[src/rtl/fetch_unit.sv]
// Fetch stage: sequential PC, in-order imem requests, credit-checked pushes into the instruction queue.
// Optional stall counter port perf_stall_cycles is built when FETCH_PERF_EN is defined.
module fetch_unit #(
  parameter logic [31:0] RESET_PC        = 32'h0000_0000,
  parameter int          BUF_DEPTH       = 8,
  parameter int          MAX_OUTSTANDING = 2
) (
  input  logic        clk,
  input  logic        reset,
  output logic        imem_req_valid,
  input  logic        imem_req_ready,
  output logic [31:0] imem_req_addr,
  input  logic        imem_rsp_valid,
  input  logic [31:0] imem_rsp_data,
  output logic        buf_write_en,
  output logic [63:0] buf_write_data,
  input  logic        buf_read_en,
  input  logic        buf_empty,
  input  logic        redirect_valid,
  input  logic [31:0] redirect_pc
`ifdef FETCH_PERF_EN
  ,
  output logic [31:0] perf_stall_cycles
`endif
);
  localparam int PTR_W = (MAX_OUTSTANDING > 1) ? $clog2(MAX_OUTSTANDING) : 1;
  localparam int OUT_W = $clog2(MAX_OUTSTANDING + 1);
  localparam int OCC_W = $clog2(BUF_DEPTH + 1);
  localparam logic [31:0] DEPTH_U = 32'(BUF_DEPTH);

  typedef enum logic [0:0] {S_RUN = 1'b0, S_DRAIN = 1'b1} state_e;

  state_e             state_q;
  logic [31:0]        pc_q, pc_d;
  logic [OCC_W-1:0]   occ_q, occ_d;
  logic [OUT_W-1:0]   outstanding_q, outstanding_d;
  logic [OUT_W-1:0]   drop_cnt_q, drop_cnt_d;
  logic [PTR_W-1:0]   wr_ptr_q, wr_ptr_d, rd_ptr_q, rd_ptr_d;
  logic [31:0]        pc_fifo_q [MAX_OUTSTANDING];
  logic [31:0]        credit_sum_s;
  logic               req_valid_s, accept_s, push_s, pop_s;

  function automatic logic [PTR_W-1:0] ptr_inc(input logic [PTR_W-1:0] p);
    if (p == PTR_W'(MAX_OUTSTANDING - 1)) begin
      ptr_inc = {PTR_W{1'b0}};
    end else begin
      ptr_inc = p + PTR_W'(1'b1);
    end
  endfunction

  // Request credit check and response acceptance; outputs stay low while reset is held.
  always_comb begin
    credit_sum_s = 32'(occ_q) + 32'(outstanding_q);
    req_valid_s  = reset && (state_q == S_RUN) && !redirect_valid &&
                   (outstanding_q < OUT_W'(MAX_OUTSTANDING)) && (credit_sum_s < DEPTH_U);
    accept_s     = req_valid_s && imem_req_ready;
    push_s       = reset && imem_rsp_valid && (drop_cnt_q == {OUT_W{1'b0}}) && !redirect_valid;
    pop_s        = buf_read_en && !buf_empty;
  end

  // Next-state values for counters, PC and PC-FIFO pointers.
  always_comb begin
    outstanding_d = outstanding_q + OUT_W'(accept_s) - OUT_W'(imem_rsp_valid);
    wr_ptr_d      = accept_s ? ptr_inc(wr_ptr_q) : wr_ptr_q;
    rd_ptr_d      = imem_rsp_valid ? ptr_inc(rd_ptr_q) : rd_ptr_q;
    if (redirect_valid) begin
      // Responses still owed after this cycle belong to the squashed path.
      drop_cnt_d = outstanding_d;
      occ_d      = {OCC_W{1'b0}};
      pc_d       = redirect_pc & 32'hFFFF_FFFC;
    end else begin
      if (imem_rsp_valid && (drop_cnt_q != {OUT_W{1'b0}})) begin
        drop_cnt_d = drop_cnt_q - OUT_W'(1'b1);
      end else begin
        drop_cnt_d = drop_cnt_q;
      end
      occ_d = occ_q + OCC_W'(push_s) - OCC_W'(pop_s);
      pc_d  = accept_s ? (pc_q + 32'd4) : pc_q;
    end
  end

  // Counter, PC and pointer registers.
  always_ff @(posedge clk or negedge reset) begin
    if (!reset) begin
      pc_q          <= RESET_PC;
      occ_q         <= {OCC_W{1'b0}};
      outstanding_q <= {OUT_W{1'b0}};
      drop_cnt_q    <= {OUT_W{1'b0}};
      wr_ptr_q      <= {PTR_W{1'b0}};
      rd_ptr_q      <= {PTR_W{1'b0}};
    end else begin
      pc_q          <= pc_d;
      occ_q         <= occ_d;
      outstanding_q <= outstanding_d;
      drop_cnt_q    <= drop_cnt_d;
      wr_ptr_q      <= wr_ptr_d;
      rd_ptr_q      <= rd_ptr_d;
    end
  end

  // PC FIFO storage: one entry per request in flight, consumed in response order.
  always_ff @(posedge clk or negedge reset) begin
    if (!reset) begin
      for (int i = 0; i < MAX_OUTSTANDING; i++) begin
        pc_fifo_q[i] <= 32'h0;
      end
    end else if (accept_s) begin
      pc_fifo_q[wr_ptr_q] <= pc_q;
    end
  end

  // Run/drain FSM; a redirect always re-evaluates the drain need from the post-cycle count.
  always_ff @(posedge clk or negedge reset) begin
    if (!reset) begin
      state_q <= S_RUN;
    end else if (redirect_valid) begin
      state_q <= (outstanding_d != {OUT_W{1'b0}}) ? S_DRAIN : S_RUN;
    end else begin
      case (state_q)
        S_RUN:   state_q <= S_RUN;
        S_DRAIN: state_q <= (drop_cnt_q == {OUT_W{1'b0}}) ? S_RUN : S_DRAIN;
        default: state_q <= S_RUN;
      endcase
    end
  end

  assign imem_req_valid = req_valid_s;
  assign imem_req_addr  = pc_q;
  assign buf_write_en   = push_s;
  assign buf_write_data = push_s ? {pc_fifo_q[rd_ptr_q], imem_rsp_data} : 64'h0;

`ifdef FETCH_PERF_EN
  logic [31:0] perf_q;

  // Stall counter: running but unable to issue for credit/outstanding reasons; saturating.
  always_ff @(posedge clk or negedge reset) begin
    if (!reset) begin
      perf_q <= 32'h0;
    end else if ((state_q == S_RUN) && !req_valid_s && !redirect_valid && (perf_q != 32'hFFFF_FFFF)) begin
      perf_q <= perf_q + 32'd1;
    end else begin
      perf_q <= perf_q;
    end
  end

  assign perf_stall_cycles = perf_q;
`else
  // No stall counter in this build.
`endif

endmodule

[config.mk]
export PLATFORM = sky130hd
export DESIGN_NAME = fetch_unit
export DESIGN_NICKNAME = d
export VERILOG_FILES = /design/src/rtl/fetch_unit.sv
export SDC_FILE = /design/constraint.sdc
export NUM_CORES = 1
export LEC_CHECK = 0
export CAP_MARGIN = 10
export CORE_MARGIN = 5
export CORE_UTILIZATION = 40
export CTS_CLUSTER_DIAMETER = 120
export DETAILED_ROUTE_END_ITERATION = 8
export DONT_BUFFER_PORTS = 1
export PLACE_DENSITY = 0.55
export SETUP_SLACK_MARGIN = 0.2
export SYNTH_ARGS = -nofsm -noshare
export SYNTH_HDL_FRONTEND = slang
export SYNTH_SLANG_ARGS = --single-unit
[constraint.sdc]
create_clock -name clk -period 2.3 [get_ports clk]
set_input_delay 0.345 -clock clk [delete_from_list [all_inputs] [get_ports clk]]
set_output_delay 0.345 -clock clk [all_outputs]
set_load 0.05 [all_outputs]
* Word-level counts from Yosys, hierarchy flattened
Cells that the tools add are included.
** Word-level totals
- Input bits :: 71
- Word-level logic and storage cells :: 62
- Register bits :: 107
- Output and inout port bits :: 98
** Cells by class
- Multiplexer cells :: 18
- Order comparisons :: 5
- Bitwise operators :: 3
- $add $sub $neg :: 9
- Reductions and logical operators :: 18
** Operator list (number)
- 2-to-1 mux 32 bit :: 6
- bitwise mux 64 bit :: 1
- 2-to-1 mux 64 bit :: 1
- adder 32 x 3 -> 32 bit, second input constant :: 1
- demux 32 bit (select 1 bit) :: 1
- logical AND 1 bit :: 11
- nonzero test 2 bit :: 4
- adder 4 x 2 -> 5 bit :: 1
- less-than comparator 5 x 4 -> 1 bit, second input constant :: 1
- 2-to-1 mux 1 bit :: 5
- adder 4 x 1 -> 4 bit :: 1
- >= comparator 2 bit, second input constant :: 2
- 2-to-1 mux 2 bit :: 2
- 2-to-1 mux 4 bit :: 1
- inverter 1 -> 2 bit :: 2
- subtractor 4 x 1 -> 4 bit :: 1
- adder 1 bit, second input constant :: 2
- adder 2 x 1 -> 2 bit :: 1
- zero test 1 bit :: 2
- zero test 2 bit :: 1
- less-than comparator 2 x 1 -> 1 bit, second input constant :: 1
- less-than comparator 2 bit, second input constant :: 1
- one-hot mux 1 bit (2 select lines) :: 1
- subtractor 2 x 1 -> 2 bit :: 1
- 2 further kinds :: 2

* Depth between registers and ports, before layout
- Depth in word-level cells :: 11
- Depth in mapped cells :: 12

* Least setup slack after synthesis
No wires, ideal clock.
- Path type :: flip-flop to flip-flop
- From :: register occ_q[3]
- To :: register state_q
- Path slack :: -216 ps
- Arrival time :: 2379 ps
- Buffers on the path :: 0
- Cell stages (with the launch flop) :: 13
- Setup time :: 136 ps
- Data required time :: 2164 ps
- Cells stage by stage :: dfrtp_1 ha_1 and4b_1 mux2i_4 a21boi_4 inv_1 ha_1 inv_1 ha_1 xnor2_1 xnor2_1 o21ai_0 o21ai_0
** Between the ends
- Cells in the longest elaborated chain, start to end :: 9
** RTL lines
- start, declared :: line 35 : logic [OCC_W-1:0] occ_q, occ_d;
- start signal, assigned :: line 86 : occ_q <= {OCC_W{1'b0}};
- adder 4 x 2 -> 5 bit :: line 53 : credit_sum_s = 32'(occ_q) + 32'(outstanding_q);
- less-than comparator 5 x 4 -> 1 bit :: line 55 : (outstanding_q < OUT_W'(MAX_OUTSTANDING)) && (credit_sum_s < DEPTH_U);
- logical AND 1 bit :: line 55
- logical AND 1 bit :: line 56 : accept_s = req_valid_s && imem_req_ready;
- adder 2 x 1 -> 2 bit :: line 63 : outstanding_d = outstanding_q + OUT_W'(accept_s) - OUT_W'(imem_rsp_valid);
- subtractor 2 x 1 -> 2 bit :: line 63
- net outstanding_d[1] :: line 36 : logic [OUT_W-1:0] outstanding_q, outstanding_d;
- nonzero test 2 bit :: line 117 : state_q <= (outstanding_d != {OUT_W{1'b0}}) ? S_DRAIN : S_RUN;
- 2-to-1 mux 1 bit :: line 117
- 2-to-1 mux 1 bit :: line 116 : end else if (redirect_valid) begin
- end signal, assigned :: line 117
- end signal, assigned :: line 121 : S_DRAIN: state_q <= (drop_cnt_q == {OUT_W{1'b0}}) ? S_RUN : S_DRAIN;
- end, declared :: line 33 : state_e state_q;
The timed path passes the listed nets, and every way through them passes these cells.
A chain may end at the register's enable or synchronous reset.

* Final worst setup path
- From :: register outstanding_q[1]
- To :: register state_q
** Between the ends
- Cells in the longest elaborated chain, start to end :: 9
** RTL lines
- start, declared :: line 36
- start signal, assigned :: line 87 : outstanding_q <= {OUT_W{1'b0}};
- start signal, assigned :: line 94 : outstanding_q <= outstanding_d;
- adder 4 x 2 -> 5 bit or less-than comparator 2 bit (tied branches) :: line 53, 55
- less-than comparator 5 x 4 -> 1 bit or logical AND 1 bit (tied branches) :: line 55, 54
- logical AND 1 bit :: line 55
- logical AND 1 bit :: line 56
- adder 2 x 1 -> 2 bit (*) :: line 63
- subtractor 2 x 1 -> 2 bit (*) :: line 63
- net outstanding_d[1] :: line 36
- nonzero test 2 bit (*) :: line 117
- 2-to-1 mux 1 bit (*) :: line 117
- 2-to-1 mux 1 bit (*) :: line 116
Mark *: on every way through the listed nets, which the timed path passes. The rest lies on a longest branch.

==> metrics.csv <==
stage,metric,value,unit
synthesis,ys_seq_area_share,45.00,%
route,via_count,4303,
run_status,violations,"negative hold slack, negative setup slack",
global_route,gr-total-overflow,0,
critical_path,path_max_fanout,3,
power_and_ir_drop,powerDensity,915.4,mW/mm^2
critical_path,end_kind,flop,
clock_tree,numCtsBuffers,9,
timing,fmaxAchievable,431.8,MHz
timing,hold_violations,101,
synthesis,synth_cells,515,
die,ioPinCount,169,
critical_path,cp.arrival,2.55,ns
critical_path,crit_type,reg -> reg,
clock_tree,clk_pin_slew,0.07,ns
timing,fin_skew,0.01038,ns
critical_path,required,2.54,ns
worst_hold_path,worst_hold_path_type,in -> async,
global_route,grt_max_degree,104,
route,drcViolationCount,0,
synthesis,synth_cell_types,51,
synthesis,synth_top_area_cell,dfrtp_1,
placed_design,io_buffers,0,
run,cap_violations,0,
timing,setup_viol,1,
cells_and_area,nets,714,
run_status,status,"complete, but fails checks",
route,wl_per_cell,19.95,um
synthesis,synth_edf_count,0,
cells_and_area,final_area,0.008114,mm^2
route,drtIter0Drc,171,
timing,relSlewSlack,54.81,%
synthesis,synth_area,0.005617,mm^2
global_route,grt_first_pass_wirelength,24.38,mm
synthesis,yosys_warnings,0,
clock_tree,ctsHtreeMaxLevel,3,
cells_and_area,seq_area,0.002542,mm^2
die,die-area,0.01651,mm^2
cells_and_area,multi_input_area,0.003288,mm^2
route,routed_via_density,5.267,
clock_tree,cts_tree,built,
cells_and_area,fill_cells,1140,
timing,tns,-0.01607,ns
die,die_w,128.5,um
timing,layout_min_cycle_time,2.316,ns
timing,whs,-0.3170,ns
clock_tree,cts_root_buffer,clkbuf_16,
global_route,antenna_found_initial,0,
die,core,0.01383,mm^2
clock_tree,worstSkewPairLatency,0.36,ns
placed_design,placed_area,0.007121,mm^2
power_and_ir_drop,p_leak,3.546,nW
timing,tightest_slew,0.6778,ns
route,dr.pass1.iters,4,
die,die_y,128.5,um
timing,rsz0062_at_grt,yes,
die,initial_utilization,40.62,%
synthesis,syn_avg_cell_area,10.91,um^2
global_route,grt_usage,18.75,%
synthesis,synth_ff_type,dfrtp_1,
synthesis,yosysTopAreaCellShare,45.00,%
cells_and_area,syn_to_final_growth,44.46,%
placed_design,gp_congestion,0.7541,
cells_and_area,num_antenna_cells,0,
critical_path,start_kind,flop,
synthesis,async_flop_share,100.0,%
placed_design,post-place-ws,-0.03145,ns
power_and_ir_drop,peakVddDrop,0.4986,mV
route,drt-total-wl,16.30,mm
clock_tree,clk_path_buf_depth,2,
global_route,grt_pass1_vias,4487,
cells_and_area,drive_gt1_share,46.78,%
critical_path,critPathSlowestCell,dfrtp_1,
synthesis,netlist_top_cells_area,"dfrtp_1, mux2_1, mux2_2",
die,num_rows,43,
timing,period_share,100.7,%
timing,slew_viol_final,0,
route,ant_nets,0,
critical_path,crit_chain,"ha_4, nand3_4, mux2i_4, a21boi_4, inv_2, ha_4, inv_2, ha_4, xnor2_2, xnor2_2, o21ai_1, o21ai_1",
clock_tree,clock-sinks,101,
synthesis,ys_ff_latch,101,
placed_design,post-dp-hpwl,10.83,mm
critical_path,cpPeakStageDelay,0.40,ns
timing,setup_slack,-0.01607,ns
critical_path,worst_path_most_repeated_cell,ha_4,
-- timing repair --
item	in CTS	in global routing
setup buffers	3	13
gates resized for setup	31	63
hold endpoints to repair	101	101
endpoints found under the setup margin	125	153
gates cloned	1	8
pin swaps	12	15
-- logic make-up after synthesis --
family | share of synthesized area [%]
mux | 19.54
buf+inv | 4.210
compound gates | 8.622
xor+xnor | 4.990
fa+ha+maj | 2.584
simple gates | 14.99
other cells | 0.06677
flops | 45.00
-- through the flow --
stage	std cells	total power [W]	utilization (%)	hold WS, ns
6_report	817	0.007428	58.68	-0.3170
3_3_place_gp	776	0.005379	51.50	0.05375
3_5_place_dp	776	0.005488	51.50	0.05356
2_1_floorplan	518	0.004805	-	0.04941
4_1_cts	796	0.007127	54.93	-0.3327
5_1_grt	817	0.007809	58.68	-0.3338
-- cells in the mapped netlist, types with 10 or more instances --
| cell | count |
|---|---|
| xnor2_1 | 24 |
| ha_1 | 10 |
| o21ai_1 | 11 |
| and2_1 | 33 |
| nor2_1 | 35 |
| o21ai_0 | 11 |
| mux2_2 | 33 |
| mux2_1 | 34 |
| nand2_1 | 41 |
| inv_1 | 14 |
| mux2i_1 | 32 |
| a21oi_1 | 12 |
| clkbuf_1 | 15 |
| nand3_1 | 16 |
| dfrtp_1 | 101 |
-- metal layers --
| metal | vias to the layer above | wire, um | GRT usage (%) |
|---|---|---|---|
| met1 | 2136 | 6383 | 22.42 |
| met4 | 0 | 173 | 5.312 |
| met3 | 13 | 1637 | 7.804 |
| li1 | 2014 | - | - |
| met2 | 140 | 8109 | 31.17 |
| met5 | - | 0 | 0 |
-- power by group --
part           total (W)  internal (W)  switching [W]
clock            0.00149      0.000826       0.000666
combinational    0.00318       0.00163        0.00155
sequential       0.00275       0.00236       0.000391
total            0.00743       0.00482        0.00261
-- sequential cells by signal (all words and copies together), names as in the netlist --
signal and cells:
rd_ptr_q 1, wr_ptr_q 1, drop_cnt_q 2, state_q 1, outstanding_q 2, imem_req_addr 30, pc_fifo_q 60, occ_q 4
-- cell usage in the layout (no fill, tap or decap), drive strengths merged, types with 19 or more instances in the layout --
master | synthesis | layout
and2 | 33 | 33
buf | 21 | 134
clkbuf | 15 | 19
dfrtp | 101 | 101
mux2 | 67 | 67
mux2i | 33 | 33
nand2 | 41 | 41
nor2 | 35 | 35
o21ai | 22 | 22
xnor2 | 24 | 24
-- final cells by class --
| class | count | share of cell area, % |
|---|---|---|
| tap | 180 | 2.776 |
| inverter | 14 | 0.7093 |
| timing repair buffer | 139 | 21.08 |
| sequential | 101 | 31.33 |
| clock buffer | 14 | 3.377 |
| multi-input combinational | 367 | 40.52 |
| clock inverter | 2 | 0.2005 |
-- worst max-delay path, delay by kind of cell, from the launching register on --
family | cells | cell delay [ns]
XOR/XNOR | 2 | 0.30
AO/OA/AOI/OAI | 3 | 0.39
adder cells (fa/ha/maj) | 3 | 0.70
AND/OR/NAND/NOR | 1 | 0.09
flip-flops | 1 | 0.40
multiplexers | 1 | 0.22
buffers and inverters | 2 | 0.10
-- path summary, 6_finish.rpt --
check | slack, ns | startpoint | cells past startpoint | to
setup / recovery | -0.02 | outstanding_q[1] | 12 | state_q
hold / removal | -0.32 | reset | 0 | pc_fifo_q[46]
setup reg to reg | -0.02 | outstanding_q[1] | 12 | state_q
hold reg to reg | 0.50 | pc_fifo_q[31] | 1 | pc_fifo_q[31]
max in group asynchronous | 2.41 | reset | 0 | imem_req_addr[7]
min in group clk | 0.08 | imem_rsp_valid | 1 | rd_ptr_q
No activity file was read; power rests on OpenSTA's default activity.
